==> src/rtl/apb2ahb_bridge_if.sv <==
// APB-slave / AHB-Lite-master bundle for apb2ahb_bridge.
// 'slave' is the bridge view: APB target on one side, AHB initiator on the other.
// 'master' is the environment view: APB initiator plus AHB slave.
interface apb2ahb_bridge_if #(
  parameter int ADDRWIDTH = 32
);
  // APB side
  logic                 PSEL;
  logic                 PENABLE;
  logic                 PWRITE;
  logic [ADDRWIDTH-1:0] PADDR;
  logic [31:0]          PWDATA;
  logic [3:0]           PSTRB;
  logic [2:0]           PPROT;
  logic [31:0]          PRDATA;
  logic                 PREADY;
  logic                 PSLVERR;
  // AHB-Lite side
  logic [ADDRWIDTH-1:0] HADDR;
  logic [1:0]           HTRANS;
  logic [2:0]           HSIZE;
  logic                 HWRITE;
  logic [3:0]           HPROT;
  logic [31:0]          HWDATA;
  logic [31:0]          HRDATA;
  logic                 HREADY;
  logic                 HRESP;

  modport slave (
    input  PSEL, PENABLE, PWRITE, PADDR, PWDATA, PSTRB, PPROT,
    output PRDATA, PREADY, PSLVERR,
    output HADDR, HTRANS, HSIZE, HWRITE, HPROT, HWDATA,
    input  HRDATA, HREADY, HRESP
  );

  modport master (
    output PSEL, PENABLE, PWRITE, PADDR, PWDATA, PSTRB, PPROT,
    input  PRDATA, PREADY, PSLVERR,
    input  HADDR, HTRANS, HSIZE, HWRITE, HPROT, HWDATA,
    output HRDATA, HREADY, HRESP
  );
endinterface

==> src/rtl/apb2ahb_bridge.sv <==
// APB slave to AHB-Lite master bridge. One single transfer in flight at a
// time; APB setup is accepted only in IDLE, the AHB transfer runs through an
// address and a data phase, and DONE returns a one-cycle PREADY pulse.
module apb2ahb_bridge #(
  parameter int ADDRWIDTH      = 32,
  parameter bit REGISTER_RDATA = 1'b1
) (
  input  logic              HCLK,
  input  logic              HRESETn,
  apb2ahb_bridge_if.slave   bus
);

  localparam logic [1:0] HTRANS_IDLE   = 2'b00;
  localparam logic [1:0] HTRANS_NONSEQ = 2'b10;

  typedef enum logic [1:0] {
    S_IDLE = 2'd0,
    S_ADDR = 2'd1,
    S_DATA = 2'd2,
    S_DONE = 2'd3
  } state_t;

  state_t      state;
  logic        wr_q;      // direction of the access in flight (also for rejected writes)
  logic [31:0] wdata_q;   // write data parked until the AHB data phase
  logic [31:0] rdata_q;   // read data held for the DONE cycle

  // Strobe decode for the live setup phase
  logic       strb_ok;
  logic [2:0] size_d;
  logic [1:0] lane_d;

  // Legal write strobes are naturally aligned byte/half/word lanes; reads are always word
  always_comb begin
    strb_ok = 1'b0;
    size_d  = 3'b010;
    lane_d  = 2'b00;
    if (!bus.PWRITE) begin
      strb_ok = 1'b1;
    end else begin
      unique case (bus.PSTRB)
        4'b0001: begin strb_ok = 1'b1; size_d = 3'b000; lane_d = 2'b00; end
        4'b0010: begin strb_ok = 1'b1; size_d = 3'b000; lane_d = 2'b01; end
        4'b0100: begin strb_ok = 1'b1; size_d = 3'b000; lane_d = 2'b10; end
        4'b1000: begin strb_ok = 1'b1; size_d = 3'b000; lane_d = 2'b11; end
        4'b0011: begin strb_ok = 1'b1; size_d = 3'b001; lane_d = 2'b00; end
        4'b1100: begin strb_ok = 1'b1; size_d = 3'b001; lane_d = 2'b10; end
        4'b1111: begin strb_ok = 1'b1; size_d = 3'b010; lane_d = 2'b00; end
        default: begin strb_ok = 1'b0; end
      endcase
    end
  end

  // Transfer FSM; every bus output except PRDATA is a register of this block
  always_ff @(posedge HCLK or negedge HRESETn) begin
    if (!HRESETn) begin
      state       <= S_IDLE;
      wr_q        <= 1'b0;
      wdata_q     <= '0;
      rdata_q     <= '0;
      bus.PREADY  <= 1'b0;
      bus.PSLVERR <= 1'b0;
      bus.HADDR   <= '0;
      bus.HTRANS  <= HTRANS_IDLE;
      bus.HSIZE   <= '0;
      bus.HWRITE  <= 1'b0;
      bus.HPROT   <= '0;
      bus.HWDATA  <= '0;
    end else begin
      unique case (state)
        S_IDLE: begin
          if (bus.PSEL && !bus.PENABLE) begin
            wr_q    <= bus.PWRITE;
            wdata_q <= bus.PWDATA;
            if (!strb_ok) begin
              // Rejected write: answer with an error without touching AHB
              state       <= S_DONE;
              bus.PREADY  <= 1'b1;
              bus.PSLVERR <= 1'b1;
            end else begin
              state      <= S_ADDR;
              bus.HTRANS <= HTRANS_NONSEQ;
              bus.HADDR  <= {bus.PADDR[ADDRWIDTH-1:2], lane_d};
              bus.HSIZE  <= size_d;
              bus.HWRITE <= bus.PWRITE;
              bus.HPROT  <= {2'b00, bus.PPROT[0], ~bus.PPROT[2]};
            end
          end
        end
        S_ADDR: begin
          // Address phase outputs simply stay put while HREADY is low
          if (bus.HREADY) begin
            state      <= S_DATA;
            bus.HTRANS <= HTRANS_IDLE;
            bus.HWDATA <= wdata_q;
          end
        end
        S_DATA: begin
          // First cycle of a two-cycle ERROR has HREADY low and is waited out here
          if (bus.HREADY) begin
            state       <= S_DONE;
            bus.PREADY  <= 1'b1;
            bus.PSLVERR <= bus.HRESP;
            rdata_q     <= wr_q ? 32'h0 : bus.HRDATA;
          end
        end
        S_DONE: begin
          state       <= S_IDLE;
          bus.PREADY  <= 1'b0;
          bus.PSLVERR <= 1'b0;
          rdata_q     <= '0;
        end
        default: state <= S_IDLE;
      endcase
    end
  end

  // Read data: registered copy, or HRDATA passed straight through during DONE
  generate
    if (REGISTER_RDATA) begin : g_rdata_reg
      assign bus.PRDATA = rdata_q;
    end else begin : g_rdata_comb
      logic unused_rdata;
      assign bus.PRDATA   = (state == S_DONE && !wr_q) ? bus.HRDATA : 32'h0;
      assign unused_rdata = ^rdata_q;
    end
  endgenerate

  // Address byte offset comes from the strobes; PPROT[1] has no AHB-Lite counterpart
  logic unused_in;
  assign unused_in = ^{bus.PADDR[1:0], bus.PPROT[1]};

endmodule

==> src/flat_wrapper.sv <==
// flat-port wrapper written by rule: the top's interface ports become plain ports
module apb2ahb_bridge_flat 
#(
  parameter int ADDRWIDTH      = 32,
  parameter bit REGISTER_RDATA = 1'b1
)
  (HCLK, HRESETn, bus_PSEL, bus_PENABLE, bus_PWRITE, bus_PADDR, bus_PWDATA, bus_PSTRB, bus_PPROT, bus_PRDATA, bus_PREADY, bus_PSLVERR, bus_HADDR, bus_HTRANS, bus_HSIZE, bus_HWRITE, bus_HPROT, bus_HWDATA, bus_HRDATA, bus_HREADY, bus_HRESP);
  apb2ahb_bridge_if #(.ADDRWIDTH(ADDRWIDTH)) bus_i ();
  input  logic HCLK;
  input  logic HRESETn;
  input wire logic [$bits(bus_i.PSEL)-1:0] bus_PSEL;
  input wire logic [$bits(bus_i.PENABLE)-1:0] bus_PENABLE;
  input wire logic [$bits(bus_i.PWRITE)-1:0] bus_PWRITE;
  input wire logic [$bits(bus_i.PADDR)-1:0] bus_PADDR;
  input wire logic [$bits(bus_i.PWDATA)-1:0] bus_PWDATA;
  input wire logic [$bits(bus_i.PSTRB)-1:0] bus_PSTRB;
  input wire logic [$bits(bus_i.PPROT)-1:0] bus_PPROT;
  output wire logic [$bits(bus_i.PRDATA)-1:0] bus_PRDATA;
  output wire logic [$bits(bus_i.PREADY)-1:0] bus_PREADY;
  output wire logic [$bits(bus_i.PSLVERR)-1:0] bus_PSLVERR;
  output wire logic [$bits(bus_i.HADDR)-1:0] bus_HADDR;
  output wire logic [$bits(bus_i.HTRANS)-1:0] bus_HTRANS;
  output wire logic [$bits(bus_i.HSIZE)-1:0] bus_HSIZE;
  output wire logic [$bits(bus_i.HWRITE)-1:0] bus_HWRITE;
  output wire logic [$bits(bus_i.HPROT)-1:0] bus_HPROT;
  output wire logic [$bits(bus_i.HWDATA)-1:0] bus_HWDATA;
  input wire logic [$bits(bus_i.HRDATA)-1:0] bus_HRDATA;
  input wire logic [$bits(bus_i.HREADY)-1:0] bus_HREADY;
  input wire logic [$bits(bus_i.HRESP)-1:0] bus_HRESP;
  assign bus_i.PSEL = bus_PSEL;
  assign bus_i.PENABLE = bus_PENABLE;
  assign bus_i.PWRITE = bus_PWRITE;
  assign bus_i.PADDR = bus_PADDR;
  assign bus_i.PWDATA = bus_PWDATA;
  assign bus_i.PSTRB = bus_PSTRB;
  assign bus_i.PPROT = bus_PPROT;
  assign bus_PRDATA = bus_i.PRDATA;
  assign bus_PREADY = bus_i.PREADY;
  assign bus_PSLVERR = bus_i.PSLVERR;
  assign bus_HADDR = bus_i.HADDR;
  assign bus_HTRANS = bus_i.HTRANS;
  assign bus_HSIZE = bus_i.HSIZE;
  assign bus_HWRITE = bus_i.HWRITE;
  assign bus_HPROT = bus_i.HPROT;
  assign bus_HWDATA = bus_i.HWDATA;
  assign bus_i.HRDATA = bus_HRDATA;
  assign bus_i.HREADY = bus_HREADY;
  assign bus_i.HRESP = bus_HRESP;
  apb2ahb_bridge #(.ADDRWIDTH(ADDRWIDTH), .REGISTER_RDATA(REGISTER_RDATA)) u_core (.HCLK(HCLK), .HRESETn(HRESETn), .bus(bus_i));
endmodule
==> config.mk <==
export PLATFORM = sky130hd
export DESIGN_NAME = apb2ahb_bridge_flat
export DESIGN_NICKNAME = d
export VERILOG_FILES = /design/src/rtl/apb2ahb_bridge_if.sv /design/src/rtl/apb2ahb_bridge.sv /design/src/flat_wrapper.sv
export SDC_FILE = /design/constraint.sdc
export NUM_CORES = 1
export LEC_CHECK = 0
export ABC_CLOCK_PERIOD_IN_PS = 2800
export BUFFER_PORTS_ARGS = -buffer_cell sky130_fd_sc_hd__buf_2
export CORE_MARGIN = 3
export CORE_UTILIZATION = 49
export DETAILED_ROUTE_END_ITERATION = 10
export PLACE_DENSITY = 0.8
export SYNTH_ARGS = -nofsm -noshare
export SYNTH_HDL_FRONTEND = slang
export SYNTH_SLANG_ARGS = --single-unit
==> constraint.sdc <==
create_clock -name HCLK -period 2.8 [get_ports HCLK]
set_clock_uncertainty 0.1 [all_clocks]
set_input_delay 0.56 -clock HCLK [delete_from_list [all_inputs] [get_ports HCLK]]
set_output_delay 0.56 -clock HCLK [all_outputs]
set_load 0.05 [all_outputs]
==> qor.yml, run 1 <==
clock_tree:
  post_cts_buffers: 0
  path_clk_slew_ps: 60
  clock_path_buffers: 2
  cts_buffers: 17
  cts-hold-fix-buffers: 0
  cts_repair_resize_count: 0
  clock_sink_count: 139
  cts_root_buffer: "sky130_fd_sc_hd__clkbuf_16"
  cts_htree_levels: 4
  clock_insertion_delay_worst_skew_ps: 410
  clock_tree_from_tritoncts: "done"
power:
  p_per_area_mw_per_mm2: 1438
  ir_drop_mv: 0.9026
  power_leakage_nw: 3.969
synthesis:
  postSynthCellCount: 494
  synthAdderAreaFrac_pct: 0.8803
  synth_compound_gate_area_share_pct: 5.062
  synth_warnings: 0
  synth.area.mux_share_pct: 14.85
  syn_area_per_cell_um2: 11.51
  yosys.area_share.simple_pct: 13.95
  yosys.cell_types.count: 35
  netlist_area_mm2: 0.005685
  synth_xor_area_share_pct: 0.1540
  ys_ff_latch: 139
  synth_top_family_by_area: "multiplexers"
  seq_area_frac_synth_pct: 61.18
placement:
  dp.final_hpwl_um: 9492
  dp_cells: 827
  io_buffers: 210
  placed_area_mm2: 0.006858
  gpl.final_weighted_congestion: 0.8241
sta:
  timing_worst_slew_pin_value_ps: 610.7
  hold_violations: 0
  setup_viol_count_final: 0
  achievable-frequency_ghz: 0.4244
  final_max_slew_viol_count: 0
  worst_slew_margin_pct: 59.16
  rsz0062_at_grt: "no"
  period_minus_slack_ps: 2356
  setup_total_negative_slack_ps: 0
  timing.final.crit_share_pct: 84.15
global_routing:
  global_route.usage.met3_pct: 6.154
  global_route_wire_length_before_repair_um: 21200
  grtUsageMet1_pct: 23.73
  first_global_vias: 4367
  global_route_usage_over_all_layers_pct: 21.08
  grt-busiest-layer: "met2"
  grt_overflow_total: 0
  grt_start_max_net_pins: 65
  grt_use_met2_pct: 36.51
  grt_antenna_before_repair: 1
finish:
  final.fill_count: 840
  post_layout_nonfiller_instances: 859
  layout_common_cells: "sky130_fd_sc_hd__buf_2, sky130_fd_sc_hd__nand2_1, sky130_fd_sc_hd__dfrtp_1"
  area_growth_syn_to_layout_pct: 31.21
  num-nets-final: 820
  util_after_layout_pct: 67.34
  layout_cells_sized_above_1_pct: 44.29
  final_common_cell: "sky130_fd_sc_hd__buf_2"
  postLayoutCellArea_mm2: 0.007460
detailed_routing:
  detail_route.iter0.violations: 279
  via_per_inst: 4.991
  drt-pass1-iter-count: 4
  remaining_drc_errors: 0
  vias: 4287
  detailed_route_wl_um: 13450
  drt.antenna.violating_nets: 0
  routedWlPerCell_um: 15.65
worst_setup_path:
  worst_setup_path_start_kind: "flop"
  cp_data_arrival_time_ps: 2550
  ff2ff_path_depth: 7
  worstPathRequired_ps: 2990
  path_max_fanout: 28
  endpoint_kind: "flop"
  timing_worst_setup_path_type: "flop to flop"
floorplanning:
  fp.coreArea_mm2: 0.01108
  ios: 218
  start_util_pct: 51.32
  dieArea_mm2: 0.01293
  fp.dieH_um: 113.7
  row_count: 38
  die_width_um: 113.7
outcome:
  status: "completed"
flow_run:
  drv.max_cap_violation_count: 0
worst_hold_path:
  hold_path_class: "input port to asynchronous set/reset pin"
[cells by family after synthesis]
| kind of cell | count (synthesis) |
|---|---|
| buffers and inverters | 37 |
| xor gates and xnor gates | 1 |
| muxes | 67 |
| DFF | 139 |
| other | 1 |
| adders and majority gates | 4 |
| and+or+nand+nor | 192 |
| AOI/OAI and AO/OA | 53 |
[report_power, final]
group / internal (mW) / switching (mW) / total (mW) / leakage, nW
combinational: 1.41 / 3.65 / 5.06 / 1.93
clock: 1.50 / 0.778 / 2.28 / 0.297
sequential: 2.92 / 0.463 / 3.38 / 1.74
[flip-flops by register name (all words and copies together) (netlist names)]
| signal | count |
|---|---|
| u_core.bus.HSIZE | 2 |
| u_core.bus.HWDATA | 32 |
| u_core.wdata_q | 32 |
| u_core.bus.HPROT | 2 |
| u_core.bus.HWRITE | 1 |
| u_core.wr_q | 1 |
| u_core.bus.HTRANS | 1 |
| u_core.bus.HADDR | 32 |
| u_core.bus.PRDATA | 32 |
| u_core.bus.PSLVERR | 1 |
| u_core.bus.PREADY | 1 |
| u_core.state | 2 |
[through the flow]
stage	worst slack [ps]	hold WS (ps)	total power, mW
after floorplan	838.7	164.4	7.233
after global placement	541.3	352.9	8.307
after detailed placement	443.5	358.9	8.501
after CTS	427.4	24.08	10.83
after global routing	326.2	46.99	11.31
final	443.8	15.33	10.72
[layer usage]
layer | wire length, um | part of all wire [%]
met3 | 1050 | 7.8
met4 | 321 | 2.4
met2 | 6825 | 51
met1 | 5247 | 39
met5 | 0 | 0
[worst max-delay path, cell delays in order, from the launching register on]
cell,delay (ps)
sky130_fd_sc_hd__dfrtp_1,410
sky130_fd_sc_hd__inv_1,90
sky130_fd_sc_hd__ha_1,270
sky130_fd_sc_hd__inv_1,120
sky130_fd_sc_hd__nor3_4,220
sky130_fd_sc_hd__and3_2,370
sky130_fd_sc_hd__buf_12,260
sky130_fd_sc_hd__mux2_2,370
[cell type report]
class	instances	area, um^2	area share, %
diodes	1	2.502	0.03355
clock buffers	22	454.2	6.089
inverters	9	33.78	0.4529
clock inverters	9	145.1	1.946
repair buffers	218	1155	15.48
flip-flops and latches	139	3478	46.63
well taps	140	175.2	2.348
multi-input cells	321	2016	27.02
[worst paths after layout]
check                                    from                    end  slack, ps
setup / recovery              u_core.state[1]   u_core.bus.HADDR[22]        440
hold / removal                        HRESETn  u_core.bus.PRDATA[11]         20
setup reg to reg              u_core.state[1]   u_core.bus.HADDR[22]        440
hold reg to reg            u_core.wdata_q[16]     u_core.wdata_q[16]        370
max in group asynchronous             HRESETn   u_core.bus.HWDATA[4]       1910
min in group HCLK                bus_PPROT[2]    u_core.bus.HPROT[0]        230
[synthesized netlist by cell type]
cell type / n / area share [%]
sky130_fd_sc_hd__a31oi_1: 2 / 0.22
sky130_fd_sc_hd__nor2b_1: 1 / 0.11
sky130_fd_sc_hd__nor2_1: 8 / 0.53
sky130_fd_sc_hd__o21ai_0: 40 / 3.5
sky130_fd_sc_hd__a22oi_1: 1 / 0.13
sky130_fd_sc_hd__a21oi_1: 5 / 0.44
sky130_fd_sc_hd__mux2_4: 25 / 6.6
sky130_fd_sc_hd__dfrtp_1: 139 / 61
sky130_fd_sc_hd__conb_1: 1 / 0.066
sky130_fd_sc_hd__xor2_1: 1 / 0.15
sky130_fd_sc_hd__and3_1: 1 / 0.11
sky130_fd_sc_hd__nand3_1: 2 / 0.18
sky130_fd_sc_hd__or2_4: 1 / 0.15
sky130_fd_sc_hd__buf_12: 3 / 1.1
sky130_fd_sc_hd__and3_2: 2 / 0.26
sky130_fd_sc_hd__buf_6: 1 / 0.20
sky130_fd_sc_hd__mux2_2: 39 / 7.7
sky130_fd_sc_hd__nor3_4: 1 / 0.29
sky130_fd_sc_hd__o21a_1: 2 / 0.26
sky130_fd_sc_hd__buf_4: 5 / 0.66
sky130_fd_sc_hd__nand2_1: 168 / 11
sky130_fd_sc_hd__o22a_1: 1 / 0.15
sky130_fd_sc_hd__nand3b_1: 2 / 0.26
sky130_fd_sc_hd__mux2i_1: 3 / 0.53
sky130_fd_sc_hd__nand4b_4: 1 / 0.42
sky130_fd_sc_hd__a32o_1: 1 / 0.18
sky130_fd_sc_hd__clkbuf_1: 12 / 0.79
sky130_fd_sc_hd__o2111ai_1: 1 / 0.15
sky130_fd_sc_hd__nand4_1: 3 / 0.33
sky130_fd_sc_hd__buf_2: 4 / 0.35
sky130_fd_sc_hd__inv_1: 9 / 0.59
sky130_fd_sc_hd__ha_1: 4 / 0.88
sky130_fd_sc_hd__nor2_2: 1 / 0.11
sky130_fd_sc_hd__nand2b_1: 1 / 0.11
sky130_fd_sc_hd__buf_1: 3 / 0.20
No activity file was read; power rests on OpenSTA's default activity.
==> run 2, diff against run 1 <==
ABC_CLOCK_PERIOD_IN_PS = 2120   (was 2800)
CORE_UTILIZATION = 44   (was 49)
PLACE_DENSITY = 0.76   (was 0.8)
clock period = 2.12 ns   (was 2.8 ns; I/O delays follow)
==> run 2 against run 1 <==
Net effect:
- register-to-register slack worse by 330 ps
- utilization is 4.9 points lower
- sequential share of layout area decreased by 1.4 points
- sequential power up 32%
- worst setup slack worse by 330 ps
- fmax increased by 18%
- clock power is 52% higher
- non-clock buffer count rose by 6
- via count decreased by 0.21%
- routed wire length grew 1.5%
- largest cell class unchanged
- highest routed layer unchanged
==> qor.yml, run 2 (synthesis gave the netlist of run 1 again) <==
outcome:
  status: "completed"
clock_tree:
  clock_sink_count: 139
  cts_root_buffer: "sky130_fd_sc_hd__clkbuf_16"
  cts_htree_levels: 4
  cts_buffers: 17
  clock_insertion_delay_worst_skew_ps: 410
  clock_path_buffers: 2
  path_clk_slew_ps: 60
  post_cts_buffers: 0
  clock_tree_from_tritoncts: "done"
worst_setup_path:
  path_max_fanout: 13
  cpMostUsedCell: "sky130_fd_sc_hd__inv_1"
  worstPathRequired_ps: 2310
  worst_path_max_delay_cell: "sky130_fd_sc_hd__dfrtp_1"
  ff2ff_path_depth: 7
  cell_by_cell_listing_of_the_critical_path: "inv_1 -> ha_1 -> inv_1 -> nor3_4 -> and3_4 -> clkbuf_16 -> mux2_4"
  timing_worst_setup_path_type: "flop to flop"
  worst_setup_path_start_kind: "flop"
  cp_data_arrival_time_ps: 2200
  critical_r2r_launch: "u_core.state[0]"
  r2r-end: "u_core.bus.HADDR[8]"
  r2r_setup_slack_ps: 120
  endpoint_kind: "flop"
  slowest_delay_ps: 420
placement:
  dp_cells: 859
  gpl.final_weighted_congestion: 0.8536
  placed_area_mm2: 0.006948
  io_buffers: 210
  dp.final_hpwl_um: 9519
floorplanning:
  fp.dieH_um: 119.7
  fp.coreArea_mm2: 0.01231
  die_width_um: 119.7
  ios: 218
  row_count: 40
  dieArea_mm2: 0.01432
  start_util_pct: 46.18
worst_hold_path:
  hold_path_class: "input port to flop"
  hold_path_depth: 2
  hold_start: "bus_PPROT[2]"
  worst_hold_path.endpoint: "u_core.bus.HPROT[0]"
finish:
  layout_common_cells: "sky130_fd_sc_hd__buf_2, sky130_fd_sc_hd__nand2_1, sky130_fd_sc_hd__dfrtp_1"
  final.fill_count: 1034
  seqCellArea_mm2: 0.003478
  num-nets-final: 826
  area_growth_syn_to_layout_pct: 35.26
  final_common_cell: "sky130_fd_sc_hd__buf_2"
  postLayoutCellArea_mm2: 0.007690
  util_after_layout_pct: 62.46
  area_of_combinational_cells_with_multiple_inputs_mm2: 0.002023
  layout_cells_sized_above_1_pct: 45.17
  post_layout_nonfiller_instances: 892
  antennaDiodeCount: 0
sta:
  setup_viol_count_final: 0
  hold_violations: 0
  rsz0062_at_grt: "no"
  timing.final.crit_share_pct: 94.45
  final_max_slew_viol_count: 0
  period_minus_slack_ps: 2002
  achievable-frequency_ghz: 0.4994
  setup_total_negative_slack_ps: 0
global_routing:
  global_route_wire_length_before_repair_um: 22220
  first_global_vias: 4543
  grt_antenna_before_repair: 0
  grt_overflow_total: 0
  grt_start_max_net_pins: 54
  global_route_usage_over_all_layers_pct: 19.54
detailed_routing:
  drt-pass1-iter-count: 4
  detailed_route_wl_um: 13650
  detail_route.iter0.violations: 193
  via_per_inst: 4.796
  remaining_drc_errors: 0
  vias: 4278
  drt.antenna.violating_nets: 0
  routedWlPerCell_um: 15.30
power:
  total_power_mw: 14.73
  ir_drop_mv: 0.7035
  power_leakage_nw: 4.052
  p_per_area_mw_per_mm2: 1916
flow_run:
  drv.max_cap_violation_count: 0
==> run 2: stage by stage <==
step | setup slack (ps) | hold WS (ps)
after floorplan | 158.7 | 28.41
after CTS | 74.12 | 74.83
after detailed placement | 103.5 | 293.3
after global placement | 165.9 | 285.6
after global routing | 5.894 | 91.82
final | 117.6 | 89.59
==> run 2: critical path: cells and delay by family, from the launching register on <==
kind	cells	cell delay [ps]
adders and majority gates	1	180
buffers and inverters	3	390
DFF	1	420
muxes	1	310
and+or+nand+nor	2	470
==> run 2: area by class of cell <==
class	instances	area share [%]
Clock buffer	20	5.939
Tap cell	168	2.733
Multi-Input combinational cell	321	26.31
Sequential cell	139	45.23
Inverter	9	0.4393
Clock inverter	11	3.108
Timing Repair Buffer	224	16.24
==> run 2: repair_timing <==
action | 4_1_cts | 5_1_grt
hold endpoints to repair | 48 | 0
hold buffers | 1 | 0
setup endpoints to repair | 0 | 7
gates resized for setup | 0 | 3
==> run 2: worst max-delay path by stage <==
stage / from / endpoint / depth (start not counted)
final: u_core.state[0] / u_core.bus.HADDR[8] / 7
after global routing: u_core.state[0] / u_core.bus.PRDATA[20] / 5
after CTS: u_core.state[0] / u_core.bus.HADDR[21] / 7
after detailed placement: u_core.state[1] / u_core.bus.HADDR[21] / 7
after global placement: bus_PSTRB[0] / u_core.bus.HADDR[19] / 6
after floorplan: u_core.state[0] / u_core.bus.HADDR[10] / 8
==> run 2: layer usage <==
layer,vias to the layer above,global-route usage [%],routed length (um)
met5,-,0,0
met1,2051,23.15,5426
li1,2057,-,-
met3,24,4.948,826
met2,146,34.04,7109
met4,0,7.874,289
==> run 2: power by group <==
part	switching [mW]	leakage, nW	internal, mW
clock network	1.09	0.333	2.38
logic	4.86	1.98	1.95
registers	0.599	1.74	3.86
